## src/rtl/txarb_pkg.sv

```systemverilog
// Shared types and defaults for the txuart arbiter family: FSM encoding,
// default parameter values and a saturating counter helper.
package txarb_pkg;

  typedef enum logic [1:0] {
    IDLE  = 2'd0,
    SEND  = 2'd1,
    XMIT  = 2'd2,
    GUARD = 2'd3
  } arb_state_t;

  localparam int         DEF_NREQ     = 4;
  localparam logic [7:0] DEF_EOM_BYTE = 8'h0a;
  localparam int         DEF_HOLD     = 16;
  localparam int         DEF_MAXBURST = 64;

  function automatic logic [7:0] sat_inc8(input logic [7:0] v);
    return (v == 8'hff) ? v : v + 8'd1;
  endfunction

endpackage

```

## src/rtl/rr_pick.sv

```systemverilog
// Combinational round-robin priority encoder: first set request bit strictly
// after 'last', wrapping modulo N. Produces a one-hot grant and its index.
module rr_pick #(
  parameter int N  = 4,
  parameter int IW = (N > 1) ? $clog2(N) : 1
) (
  input  logic [N-1:0]  req,
  input  logic [IW-1:0] last,
  output logic [N-1:0]  grant,
  output logic [IW-1:0] idx
);

  logic found;

  always_comb begin
    grant = '0;
    idx   = '0;
    found = 1'b0;
    // Offset 1..N so the previous winner is scanned last.
    for (int i = 1; i <= N; i++) begin
      if (!found && req[(int'(last) + i) % N]) begin
        found                       = 1'b1;
        grant[(int'(last) + i) % N] = 1'b1;
        idx                         = IW'((int'(last) + i) % N);
      end
    end
  end

endmodule

```

## src/rtl/txuart_arbiter.sv

```systemverilog
// Round-robin, message-locked sharing of one txuart among NREQ byte streams.
// Define TXARB_MAXBURST_EN to cap bytes per grant when others are waiting.
module txuart_arbiter
  import txarb_pkg::*;
#(
  parameter int         NREQ     = DEF_NREQ,
  parameter logic [7:0] EOM_BYTE = DEF_EOM_BYTE,
  parameter int         HOLD     = DEF_HOLD
`ifdef TXARB_MAXBURST_EN
  , parameter int       MAXBURST = DEF_MAXBURST
`endif
) (
  input  logic              i_clk,
  input  logic              i_rst,
  input  logic [NREQ-1:0]   i_req_stb,
  input  logic [8*NREQ-1:0] i_req_data,
  output logic [NREQ-1:0]   o_req_ack,
  output logic [NREQ-1:0]   o_grant,
  output logic              o_tx_stb,
  output logic [7:0]        o_tx_data,
  input  logic              i_tx_busy,
  output logic              o_active
);

  localparam int         IW        = $clog2(NREQ);
  localparam logic [7:0] HOLD_LAST = 8'(HOLD - 1);

  arb_state_t      state_reg, state_next;
  logic [NREQ-1:0] grant_reg, grant_next;
  logic [NREQ-1:0] ack_reg, ack_next;
  logic [IW-1:0]   last_reg, last_next;
  logic [7:0]      hold_reg, hold_next;
  logic            tx_stb_reg, tx_stb_next;
  logic [7:0]      tx_data_reg, tx_data_next;
  logic            release_reg, release_next;
`ifdef TXARB_MAXBURST_EN
  localparam logic [7:0] BURST_LIMIT = 8'(MAXBURST);
  logic [7:0]      burst_reg, burst_next;
`endif

  logic [7:0]      req_byte [NREQ];
  logic [NREQ-1:0] pick_grant;
  logic [IW-1:0]   pick_idx;
  logic            sel_stb;
  logic [7:0]      sel_byte;

  for (genvar gi = 0; gi < NREQ; gi++) begin : g_bytes
    assign req_byte[gi] = i_req_data[8*gi +: 8];
  end

  rr_pick #(.N(NREQ), .IW(IW)) u_pick (
    .req   (i_req_stb),
    .last  (last_reg),
    .grant (pick_grant),
    .idx   (pick_idx)
  );

  // last_reg always names the current owner while a grant is held.
  assign sel_stb  = |(i_req_stb & grant_reg);
  assign sel_byte = req_byte[last_reg];

  always_ff @(posedge i_clk or posedge i_rst) begin
    if (i_rst) begin
      state_reg   <= IDLE;
      grant_reg   <= '0;
      ack_reg     <= '0;
      last_reg    <= IW'(NREQ - 1);
      hold_reg    <= '0;
      tx_stb_reg  <= 1'b0;
      tx_data_reg <= '0;
      release_reg <= 1'b0;
`ifdef TXARB_MAXBURST_EN
      burst_reg   <= '0;
`endif
    end else begin
      state_reg   <= state_next;
      grant_reg   <= grant_next;
      ack_reg     <= ack_next;
      last_reg    <= last_next;
      hold_reg    <= hold_next;
      tx_stb_reg  <= tx_stb_next;
      tx_data_reg <= tx_data_next;
      release_reg <= release_next;
`ifdef TXARB_MAXBURST_EN
      burst_reg   <= burst_next;
`endif
    end
  end

  always_comb begin
    state_next   = state_reg;
    grant_next   = grant_reg;
    ack_next     = '0;
    last_next    = last_reg;
    hold_next    = hold_reg;
    tx_stb_next  = tx_stb_reg;
    tx_data_next = tx_data_reg;
    release_next = release_reg;
`ifdef TXARB_MAXBURST_EN
    burst_next   = burst_reg;
`endif
    case (state_reg)
      IDLE: begin
        if (|i_req_stb) begin
          grant_next = pick_grant;
          last_next  = pick_idx;
          hold_next  = '0;
`ifdef TXARB_MAXBURST_EN
          burst_next = '0;
`endif
          state_next = SEND;
        end
      end
      SEND: begin
        if (sel_stb) begin
          tx_data_next = sel_byte;
          tx_stb_next  = 1'b1;
          ack_next     = grant_reg;
          hold_next    = '0;
`ifdef TXARB_MAXBURST_EN
          burst_next   = sat_inc8(burst_reg);
`endif
          state_next   = XMIT;
        end else if (hold_reg >= HOLD_LAST) begin
          grant_next = '0;
          state_next = IDLE;
        end else begin
          hold_next = sat_inc8(hold_reg);
        end
      end
      XMIT: begin
        if (!i_tx_busy) begin
          tx_stb_next  = 1'b0;
          tx_data_next = '0;
          release_next = (tx_data_reg == EOM_BYTE);
          state_next   = GUARD;
        end
      end
      GUARD: begin
        // Gives txuart one cycle to raise busy before the next capture.
        if (release_reg) begin
          grant_next = '0;
          state_next = IDLE;
        end
`ifdef TXARB_MAXBURST_EN
        else if (burst_reg >= BURST_LIMIT) begin
          if (|(i_req_stb & ~grant_reg)) begin
            grant_next = '0;
            state_next = IDLE;
          end else begin
            burst_next = '0;
            state_next = SEND;
          end
        end
`endif
        else begin
          state_next = SEND;
        end
      end
      default: state_next = IDLE;
    endcase
  end

  assign o_req_ack = ack_reg;
  assign o_grant   = grant_reg;
  assign o_tx_stb  = tx_stb_reg;
  assign o_tx_data = tx_data_reg;
  assign o_active  = (state_reg != IDLE);

endmodule
```

## config.mk

```make
export PLATFORM = sky130hd
export DESIGN_NAME = txuart_arbiter
export DESIGN_NICKNAME = d
export VERILOG_FILES = /design/src/rtl/txarb_pkg.sv /design/src/rtl/rr_pick.sv /design/src/rtl/txuart_arbiter.sv
export SDC_FILE = /design/constraint.sdc
export NUM_CORES = 1
export LEC_CHECK = 0
export ABC_AREA = 1
export CAP_MARGIN = 0
export CORE_MARGIN = 5
export CORE_UTILIZATION = 49
export DETAILED_ROUTE_END_ITERATION = 12
export PLACE_DENSITY = 0.81
export SYNTH_ARGS = -nofsm -noshare
export SYNTH_HDL_FRONTEND = slang
export SYNTH_SLANG_ARGS = --single-unit
```

## constraint.sdc

```tcl
create_clock -name i_clk -period 2.3 [get_ports i_clk]
set_input_delay 0.46 -clock i_clk [delete_from_list [all_inputs] [get_ports i_clk]]
set_output_delay 0.46 -clock i_clk [all_outputs]
set_load 0.01 [all_outputs]
```

==> summary.txt, run 1 <==
Status
  – Status: complete, no violations

Critical path
  – Crit path DAT: 1.70 ns
  – CP max FO: 5
  – Critical Path Start Type: flip-flop
  – Crit end category: output pin
  – Critical path type: reg -> out
  – WP data required: 1.84 ns

Logic synthesis
  – Mux contribution to synthesized area: 0.469%
  – Post-Syn Area per Cell: 7.28 um^2
  – Syn nets: 345
  – Yosys reg bits: 30
  – Post-synthesis adder-cell area fraction: 7.63%
  – Synth Area in Simple Gates: 34.7%
  – Xor/xnor cell area share of the yosys netlist: 0.411%
  – Post-synthesis compound-gate area fraction: 12.3%
  – Post-synth top area share: 32.9%
  – Largest cells by area after synthesis: dfrtp_1 (33%), nand2_1 (13%), nand3_1 (8.2%), ha_1 (7.6%), nor2_1 (6.3%)
  – Gate Count Post-Synth: 293
  – Top cell type by total area after synthesis: dfrtp_1
  – Main combinational cell family by area after synthesis: simple AND/OR/NAND/NOR gates
  – Mapped Area: 2130 um^2
  – Synth cell types: 32
  – Register area share after synthesis: 35.3%
  – Synth Warn #: 0

STA
  – Pins over their slew limit: 0
  – Normalized max-slew margin: 67.5%
  – Final WS setup: 0.143 ns
  – Slew @ Worst Pin: 0.484 ns
  – Final min period: 2.16 ns
  – Setup TNS: 0 ns
  – RSZ-0062 raised after global routing: false
  – Tcrit/Tclk final: 93.8%
  – Setup Viol. Count Final: 0
  – Hold Vio Cnt, Final: 0
  – FMAX: 0.464 GHz
  – Worst clock skew: 0.00441 ns

Clock network
  – CTS tree: done
  – Worst-Skew Late Latency: 0.28 ns
  – CTS max path bufs: 2
  – Postcts setup bufs: 0
  – Post-cts resize count: 0
  – Clock Pin Slew Worst Setup and Hold Paths: 0.07 ns
  – Root buffer cell: clkbuf_8
  – Total CTS buffers: 5
  – Clock sink count: 30
  – H-tree Lvls: 2
  – Cts hold-fix bufs: 0

Route
  – Pre-Repair DR Iteration Count: 4
  – Vias per inst: 5.26
  – Antenna Nets Post-Route: 0
  – Drt first-iter violations: 170
  – Total vias in the final route: 2,129
  – DR WL/cell: 13.4 um
  – Final wirelength: 5450 um
  – DRC viols: 0

Floorplanning
  – Core footprint: 4290 um^2
  – Boundary pin count: 57
  – Row cnt: 24
  – Die X: 76.0 um
  – Die H: 76.0 um
  – Starting Density: 49.7%
  – Die area: 5770 um^2

Finish
  – # nets final: 405
  – Number of diodes: 0
  – Fraction of layout cells with a size suffix above 1: 8.22%
  – Area growth, synth to finish: 33.4%

Pwr
  – Combinational power share: 62.6%
  – Switching Share: 47.8%
  – Peak VDD IR: 540 uV
  – P_leak: 0.00137 uW
  – Sequential Power Share: 22.3%
  – Total Power: 3590 uW
  – Clock group share of total power: 15.2%
  – Pint: 1870 uW
  – Pwr dens: 1260 nW/um^2
  – P_sw: 1710 uW

Placement
  – Port bufs: 56
  – GPL Wtd Cong: 0.886
  – Place WS: 0.261 ns
  – Dpl hpwl: 4100 um

Global route
  – GRT Total Usage: 18.7%
  – Grt ovf: 0
  – Pin count of the biggest net entering global routing: 31
  – Number of global-route vias before repair: 2,020
  – Initial antenna violation count: 0
  – First-pass GRT wire length: 8940 um

Flow run
  – Max Cap Violations: 0

Hold path
  – Hold Crit Class: reg -> reg
## cell families (layout without fill, tap and decap cells)
group | count (synthesis) | in the layout
XOR/XNOR | 1 | 1
AO/OA/AOI/OAI | 45 | 45
multiplexers | 1 | 1
buffers and inverters | 41 | 101
AND/OR/NAND/NOR | 162 | 162
flip-flops | 30 | 30
adder cells (fa/ha/maj) | 13 | 13
## area by class of cell
| type | count | area [um^2] |
|---|---|---|
| Clock inverter | 1 | 30.0 |
| Fill cell | 384 | 1450 |
| Inverter | 33 | 131 |
| Multi-Input combinational cell | 222 | 1180 |
| Sequential cell | 30 | 753 |
| Clock buffer | 6 | 82.6 |
| Tap cell | 52 | 65.1 |
| Timing Repair Buffer | 61 | 598 |
## critical path, cell delays in order, from the launching register on
cell and delay, ns:
dfrtp_1 0.40, inv_1 0.12, ha_1 0.26, inv_1 0.09, clkdlybuf4s50_1 0.53
## per-stage QoR
stage | instance area [um^2] | std cells | hold slack, ns | util [%]
after floorplan | 2130 | 293 | 0.460 | -
after global placement | 2730 | 398 | 0.457 | 63.6
after detailed placement | 2730 | 398 | 0.468 | 63.6
after CTS | 2840 | 405 | 0.483 | 66.2
after global routing | 2840 | 405 | 0.500 | 66.2
final | 2840 | 405 | 0.483 | 66.2
## power by group through the flow
stage / Clock [uW] / Combinational, uW / Sequential, uW
2_1_floorplan: 0 / 1570 / 834
3_3_place_gp: 0 / 2180 / 800
6_report: 544 / 2240 / 798
4_1_cts: 552 / 2230 / 797
3_5_place_dp: 0 / 2210 / 806
5_1_grt: 572 / 2490 / 817
## synthesized netlist by cell type, drive strengths merged
master,count
nand4,4
mux2i,1
dfstp,2
o21a,2
o211ai,1
nand2,81
a31oi,1
clkbuf,1
ha,13
clkinv,1
nor2,38
xor2,1
o22ai,9
a211oi,1
nor3,1
a21boi,4
a21oi,5
nand3,36
inv,32
nor4,1
nand3b,1
buf,7
o21ai,22
dfrtp,28
## placed cells by master (no fill, tap or decap), types with 5 or more instances in the layout
master,count
nand2_1,71
clkdlybuf4s50_1,56
nor2_1,36
nand3_1,35
inv_1,31
dfrtp_1,28
o21ai_0,19
ha_1,13
o22ai_1,9
nand2_2,6
clkbuf_8,6
a21oi_1,5
buf_4,5
## routing by layer
| metal | track usage, % | vias up | wire, um |
|---|---|---|---|
| met1 | 21.2 | 965 | 2290 |
| met4 | 7.83 | 0 | 112 |
| met2 | 32.2 | 81 | 2610 |
| met5 | 0 | - | 0 |
| li1 | - | 1072 | - |
| met3 | 5.92 | 11 | 436 |
## path summary, 6_finish.rpt
check,slack [ns],endpoint,cells past startpoint,start
hold / removal,0.48,o_tx_stb,2,o_tx_stb
max in group asynchronous,1.42,last_reg[1],3,i_rst
hold reg to reg,0.48,o_tx_stb,2,o_tx_stb
setup / recovery,0.14,o_active,4,state_reg[0]
min in group asynchronous,0.55,hold_reg[4],3,i_rst
setup reg to reg,0.28,last_reg[0],9,last_reg[0]
No activity file was read; power rests on OpenSTA's default activity.
==> inputs of run 2 (changes only) <==
- SLEW_MARGIN: not set -> 30
==> results of run 2 <==
The final DEF is identical to that of run 1; final timing and power are the same.
==> inputs of run 3 (changes only) <==
- SLEW_MARGIN: 30 -> 5
==> results of run 3 <==
The final DEF is identical to that of run 1; final timing and power are the same.
